[src/rtl/regfile_rename_pkg.sv]
// Shared widths and constants for the renaming register file.
// Tag value zero doubles as "no producer, value ready".
package regfile_rename_pkg;
  localparam int RegNum      = 32;
  localparam int RegIdxWidth = 5;
  localparam int ROBIdxWidth = 4;
  localparam int WordWidth   = 32;

  typedef logic [WordWidth-1:0]   word_t;
  typedef logic [ROBIdxWidth-1:0] tag_t;
  typedef logic [RegIdxWidth-1:0] idx_t;

  localparam word_t ZERO   = '0;
  localparam tag_t  NO_TAG = '0;
endpackage

[src/rtl/regfile_rename_read_port.sv]
// One operand read port: x0 rule, storage lookup, and
// same-cycle commit bypass when the committing slot owns the tag.
module regfile_read_port
  import regfile_rename_pkg::*;
(
  input  logic [RegIdxWidth-1:0] idx_i,
  input  logic [WordWidth-1:0]   val_i [1:RegNum-1],
  input  logic [ROBIdxWidth-1:0] tag_i [1:RegNum-1],
  input  logic                   commit_en_i,
  input  logic [RegIdxWidth-1:0] commit_rd_i,
  input  logic [ROBIdxWidth-1:0] commit_pos_i,
  input  logic [WordWidth-1:0]   commit_res_i,
  output logic [WordWidth-1:0]   val_o,
  output logic [ROBIdxWidth-1:0] tag_o
);

  logic hit;

  always_comb begin
    val_o = ZERO;
    tag_o = NO_TAG;
    hit   = 1'b0;
    if (idx_i != '0) begin
      hit = commit_en_i
         && (commit_rd_i == idx_i)
         && (tag_i[idx_i] == commit_pos_i);
      if (hit) begin
        val_o = commit_res_i;
      end else begin
        val_o = val_i[idx_i];
        tag_o = tag_i[idx_i];
      end
    end
  end

endmodule

[src/rtl/regfile_rename.sv]
// Architectural register file with rename tags: issue renames,
// commit retires and releases, branch flush drops all tags.
module regfile_rename
  import regfile_rename_pkg::*;
(
  input  logic                   clk_in,
  input  logic                   rst_n_in,
  input  logic                   rdy_in,
  input  logic [RegIdxWidth-1:0] rs1_idx_in,
  input  logic [RegIdxWidth-1:0] rs2_idx_in,
  output logic [WordWidth-1:0]   rs1_val_out,
  output logic [ROBIdxWidth-1:0] rs1_tag_out,
  output logic [WordWidth-1:0]   rs2_val_out,
  output logic [ROBIdxWidth-1:0] rs2_tag_out,
  input  logic                   issue_en_in,
  input  logic [RegIdxWidth-1:0] issue_rd_in,
  input  logic [ROBIdxWidth-1:0] issue_rob_pos_in,
  input  logic                   commit_en_in,
  input  logic [RegIdxWidth-1:0] commit_rd_in,
  input  logic [ROBIdxWidth-1:0] commit_rob_pos_in,
  input  logic [WordWidth-1:0]   commit_res_in,
  input  logic                   clear_branch_in
);

  logic [WordWidth-1:0]   val_q [1:RegNum-1];
  logic [WordWidth-1:0]   val_d [1:RegNum-1];
  logic [ROBIdxWidth-1:0] tag_q [1:RegNum-1];
  logic [ROBIdxWidth-1:0] tag_d [1:RegNum-1];

  // Release compares the pre-edge tag, so a younger rename survives;
  // issue (or flush) then overrides the released tag.
  always_comb begin
    for (int i = 1; i < RegNum; i++) begin
      val_d[i] = val_q[i];
      tag_d[i] = tag_q[i];
      if (rdy_in) begin
        if (commit_en_in
            && commit_rd_in == RegIdxWidth'(i)) begin
          val_d[i] = commit_res_in;
          if (tag_q[i] == commit_rob_pos_in) begin
            tag_d[i] = NO_TAG;
          end
        end
        if (clear_branch_in) begin
          tag_d[i] = NO_TAG;
        end else if (issue_en_in
            && issue_rd_in == RegIdxWidth'(i)) begin
          tag_d[i] = issue_rob_pos_in;
        end
      end
    end
  end

  always_ff @(posedge clk_in or negedge rst_n_in) begin
    if (!rst_n_in) begin
      for (int i = 1; i < RegNum; i++) begin
        val_q[i] <= ZERO;
        tag_q[i] <= NO_TAG;
      end
    end else begin
      for (int i = 1; i < RegNum; i++) begin
        val_q[i] <= val_d[i];
        tag_q[i] <= tag_d[i];
      end
    end
  end

  regfile_read_port u_rs1 (
    .idx_i        (rs1_idx_in),
    .val_i        (val_q),
    .tag_i        (tag_q),
    .commit_en_i  (commit_en_in),
    .commit_rd_i  (commit_rd_in),
    .commit_pos_i (commit_rob_pos_in),
    .commit_res_i (commit_res_in),
    .val_o        (rs1_val_out),
    .tag_o        (rs1_tag_out)
  );

  regfile_read_port u_rs2 (
    .idx_i        (rs2_idx_in),
    .val_i        (val_q),
    .tag_i        (tag_q),
    .commit_en_i  (commit_en_in),
    .commit_rd_i  (commit_rd_in),
    .commit_pos_i (commit_rob_pos_in),
    .commit_res_i (commit_res_in),
    .val_o        (rs2_val_out),
    .tag_o        (rs2_tag_out)
  );

endmodule

[config.mk]
export PLATFORM = sky130hd
export DESIGN_NAME = regfile_rename
export DESIGN_NICKNAME = d
export VERILOG_FILES = /design/src/rtl/regfile_rename_pkg.sv /design/src/rtl/regfile_rename_read_port.sv /design/src/rtl/regfile_rename.sv
export SDC_FILE = /design/constraint.sdc
export NUM_CORES = 2
export LEC_CHECK = 0
export CORE_ASPECT_RATIO = 1.5
export CORE_UTILIZATION = 40
export DETAILED_ROUTE_END_ITERATION = 8
export PLACE_DENSITY = 0.62
export SLEW_MARGIN = 20
export SYNTH_ARGS = -nofsm -noshare
export SYNTH_HDL_FRONTEND = slang
export SYNTH_HIERARCHICAL = 1
export SYNTH_SLANG_ARGS = --single-unit
[constraint.sdc]
create_clock -name clk_in -period 6.3 [get_ports clk_in]
set_input_delay 1.89 -clock clk_in [delete_from_list [all_inputs] [get_ports clk_in]]
set_output_delay 1.89 -clock clk_in [all_outputs]
set_load 0.01 [all_outputs]
==> out/results.md <==
| Quantity | Reported |
| --- | --- |
| Post-Syn Instances | 4,583 |
| Clock buffers created by TritonCTS | 107 |
| Run status | finished, violations left |
| Final hold violation count | 0 |
| Critical-path maximum fanout | 8 |
| Site row count | 182 |
| Register area share after synthesis | 0.4242 |
| Largest net degree at the start of global routing | 128 |
| Cells after DPL | 6,707 |
| Setup repair after global routing missed its margin | yes |
| Sequential fraction of design power | 0.444 |
| Weighted congestion reported at the end of routability-driven placement | 0.9419 |
| Startpoint type of the worst setup path | primary input |
| Synthesized-area fraction occupied by adder cells | 0 |
| Number of warnings issued by yosys | 6 |
| Die Wd | 333.2 µm |
| Cell variety after synth | 62 |
| Failing checks | design-rule violations, negative setup slack |
| Dominant register cell in the synthesized netlist | dfrtp_1 |
| Layout cell share with drive strength beyond 1 | 0.4648 |
| Mapped Avg Cell Area | 14.36 µm² |
| Final Non-Filler Cells | 6,931 |
| Reg-to-reg endpoint | tag_q[121] |
| Maximum resistive drop on vdd | 0.2537 mV |
| Area of the core | 163,700 µm² |
| Final worst-path setup slack | -92.64 ps |
| Combinational family with the most area after synthesis | multiplexers |
| Master cell of the clock root buffer | clkbuf_16 |
| Overall via count from detail_route | 43,220 |
| Post-place setup slack | -605.2 ps |
| Final worst clock skew | 31.58 ps |
| Switching part of the total power | 0.2757 |
| Synth Net Count | 4,649 |
| Footprint of the multi-input gates | 35,800 µm² |
| TritonCTS clock tree | built |
| Worst setup EP type | output port |
| Clock power frac | 0.349 |
| Setup Viol. Count Final | 58 |
| Max capacitance violation total | 0 |
| Drt drc | 4 |
| Internal Pwr Total | 14,670 µW |
| Aggregate routed wire length | 211,800 µm |
| Total GRT Usage | 0.2540 |
| Fraction of registers with async set/reset | 1.000 |
| Worst setup path startpoint | rs1_idx_in[0] |
| Design Power | 20,260 µW |
| Residual overflow from global routing | 0 |
| Count of buffers from port buffering | 137 |
| Time the worst path needs with I/O delays and setup | 6393 ps |
| Die Area | 166,200 µm² |
| Post-detail-place hpwl | 131,000 µm |
| 1st-iter DRT viols | 3,565 |
| Net load switching power | 5586 µW |
| Post-synthesis xor/xnor area fraction | 0.01863 |
| Worst endpoint required time | 4410 ps |
| Max H-tree Level | 3 |
| Category of the most critical setup path | primary input to output port |
| Post-synthesis compound-gate area fraction | 0.03162 |
| Number of sinks on the clock net | 1,116 |
| Growth of design area from synthesis to finish | 13.90% |
| Cell area after layout | 74,990 µm² |
| Filler cell count | 14,220 |
| Fin Setup TNS | -2459 ps |
| Worst setup slack for register-to-register paths | 4850 ps |
| Final net count | 4,791 |
| Flip-flop and latch area | 27,930 µm² |
| WL/cell | 30.55 µm |
| Number of nets with antenna violations after detailed routing | 0 |
| Count of final max-slew check failures | 0 |
| Vias in the first global route | 45,180 |
| Worst max-slew margin expressed relative to the limit | 0.2250 |
| Number of iterations in the first detailed-routing pass | 9 |
| Instance area at placement | 70,830 µm² |
| Slew at the pin closest to its max-slew limit | 1160 ps |
| Power density cells | 270.2 nW/µm² |
| Mux contribution to synthesized area | 0.4269 |
| Vias per cell | 6.236 |
| Synthesis-stage register bit count | 1,116 |
| First-pass GRT wire length | 312,600 µm |
| Initial cell density of the core | 0.4021 |
| Chip height | 498.9 µm |
| Buffer depth of the longest clock path | 3 |
| I/O pin total | 138 |
| Relative contribution of combinational cells to total power | 0.206 |
| Number of antenna violations at the first check in global routing | 2 |
| Achievable clock frequency | 156.4 MHz |
| Leakage power | 0.03329 µW |
| Summed instance area of the synthesized netlist | 65,830 µm² |
| Source-to-sink clock delay at the later pin of the worst-skew pair | 750 ps |
| Final critical-path share of the clock period | 1.015 |
| Simple-gate portion of the synthesized area | 0.06372 |
| Critical Path Sink | rs1_val_out[13] |
| Clock-pin slew of the registers on the worst-case setup and hold paths | 60 ps |
| Cell depth of the worst flop-to-flop path | 4 |
| Path class of the lowest-slack min-delay path | register to register |
| Reg2Reg Launch Point | tag_q[120] |
| EDFF count, synth | 0 |
| Data arrival, critical path | 4500 ps |
-- layout by cell type (no fill, tap or decap), types with 7 or more instances in the layout --
master,count
mux4_2,618
nand2b_1,161
o21ai_0,135
nor2b_1,8
bufinv_16,16
dfrtp_1,1116
mux2_2,761
clkbuf_16,117
xnor2_1,134
or2_2,7
clkdlybuf4s50_1,48
clkbuf_1,26
mux2_1,87
nand3b_1,64
buf_4,271
o211ai_1,60
nand4_1,42
o221ai_1,70
nor2_1,48
nand4_4,14
buf_12,56
nor3_1,26
clkbuf_8,22
buf_16,15
buf_6,13
mux2i_1,195
clkinv_2,14
nand3_4,17
mux2_4,170
nand2_1,284
buf_2,70
-- cell type report --
type,instances,area share
Clock buffer,158,0.04205
Antenna cell,2,0.00006674
Sequential cell,1116,0.3724
Tap cell,2116,0.03531
Clock inverter,39,0.008409
Multi-Input combinational cell,3007,0.4773
Inverter,4,0.0003337
Timing Repair Buffer,489,0.06407
-- logic make-up (layout without fill, tap and decap cells) --
kind of cell / after synthesis / in the layout
flip-flops: 1116 / 1116
AND/OR/NAND/NOR: 719 / 719
buffers and inverters: 460 / 690
multiplexers: 1840 / 1840
other: 0 / 2
AO/OA/AOI/OAI: 308 / 308
XOR/XNOR: 140 / 140
-- synthesized netlist by cell type, types with 7 or more instances --
| cell | instances | share of area |
|---|---|---|
| nand3_4 | 16 | 0.0043 |
| dfrtp_1 | 1116 | 0.42 |
| nor2b_1 | 8 | 0.00076 |
| o221ai_1 | 70 | 0.0093 |
| o21ai_0 | 137 | 0.010 |
| nand3b_1 | 64 | 0.0073 |
| mux2_1 | 88 | 0.015 |
| buf_1 | 44 | 0.0025 |
| nand4_1 | 42 | 0.0040 |
| buf_2 | 167 | 0.013 |
| o22ai_1 | 8 | 0.00076 |
| buf_6 | 43 | 0.0074 |
| nand4_4 | 11 | 0.0036 |
| mux2_2 | 761 | 0.13 |
| nor2_1 | 53 | 0.0030 |
| o211ai_1 | 60 | 0.0068 |
| xnor2_1 | 134 | 0.018 |
| nor3_1 | 28 | 0.0021 |
| nand2b_1 | 161 | 0.015 |
| or2_2 | 7 | 0.00067 |
| mux2i_1 | 202 | 0.031 |
| mux4_2 | 614 | 0.21 |
| mux2_4 | 169 | 0.039 |
| clkbuf_1 | 198 | 0.011 |
| nand2_1 | 284 | 0.016 |
-- through the flow --
stage / util / hold slack [ps]
after global placement: 0.4326 / 486.6
after floorplan: - / 475.8
after detailed placement: 0.4326 / 501.9
after CTS: 0.4561 / 517.2
final: 0.4580 / 511.7
after global routing: 0.4580 / 532.7
-- power groups by stage --
stage / clock network, µW / registers (µW) / logic, µW
2_1_floorplan: 0 / 8770 / 2970
3_3_place_gp: 0 / 9010 / 4160
3_5_place_dp: 0 / 9090 / 4230
4_1_cts: 7200 / 8970 / 4190
5_1_grt: 7470 / 9110 / 4470
6_report: 7080 / 9000 / 4180
-- worst min path at each step --
stage | from | endpoint | slack [ps] | cells past startpoint
after floorplan | val_q[183] | val_q[183] | 480 | 1
after global placement | val_q[653] | val_q[653] | 490 | 1
after detailed placement | val_q[235] | val_q[235] | 500 | 1
after CTS | val_q[355] | val_q[355] | 520 | 1
after global routing | val_q[318] | val_q[318] | 530 | 1
final | val_q[369] | val_q[369] | 510 | 1
-- routing by layer --
metal / global-route usage / vias to the layer above / share of wire
met2: 0.4272 / 1457 / 0.50
met5: 0 / - / 0
met4: 0.1099 / 0 / 0.047
met1: 0.3296 / 23460 / 0.41
met3: 0.03112 / 431 / 0.049
li1: - / 17870 / -
-- flip-flops by register name (all words and copies together), names as in the netlist --
register	cells
tag_q	124
val_q	992
-- worst max-delay path: stages --
cell and delay, ps:
buf_12 110, mux4_2 550, o22ai_2 160, nor2_1 70, or4_4 530, a211oi_4 310, nand4_4 120, buf_12 200
buf_16 170, mux2i_2 180, buf_2 160
-- what timing repair did --
action / 4_1_cts / 5_1_grt
hold buffers: 0 / 0
pin swaps: 9 / 18
resized for setup: 314 / 30
setup buffers: 10 / 4
endpoints found under the setup margin: 72 / 69
cloned: 5 / 7
No activity file was read; power rests on OpenSTA's default activity.
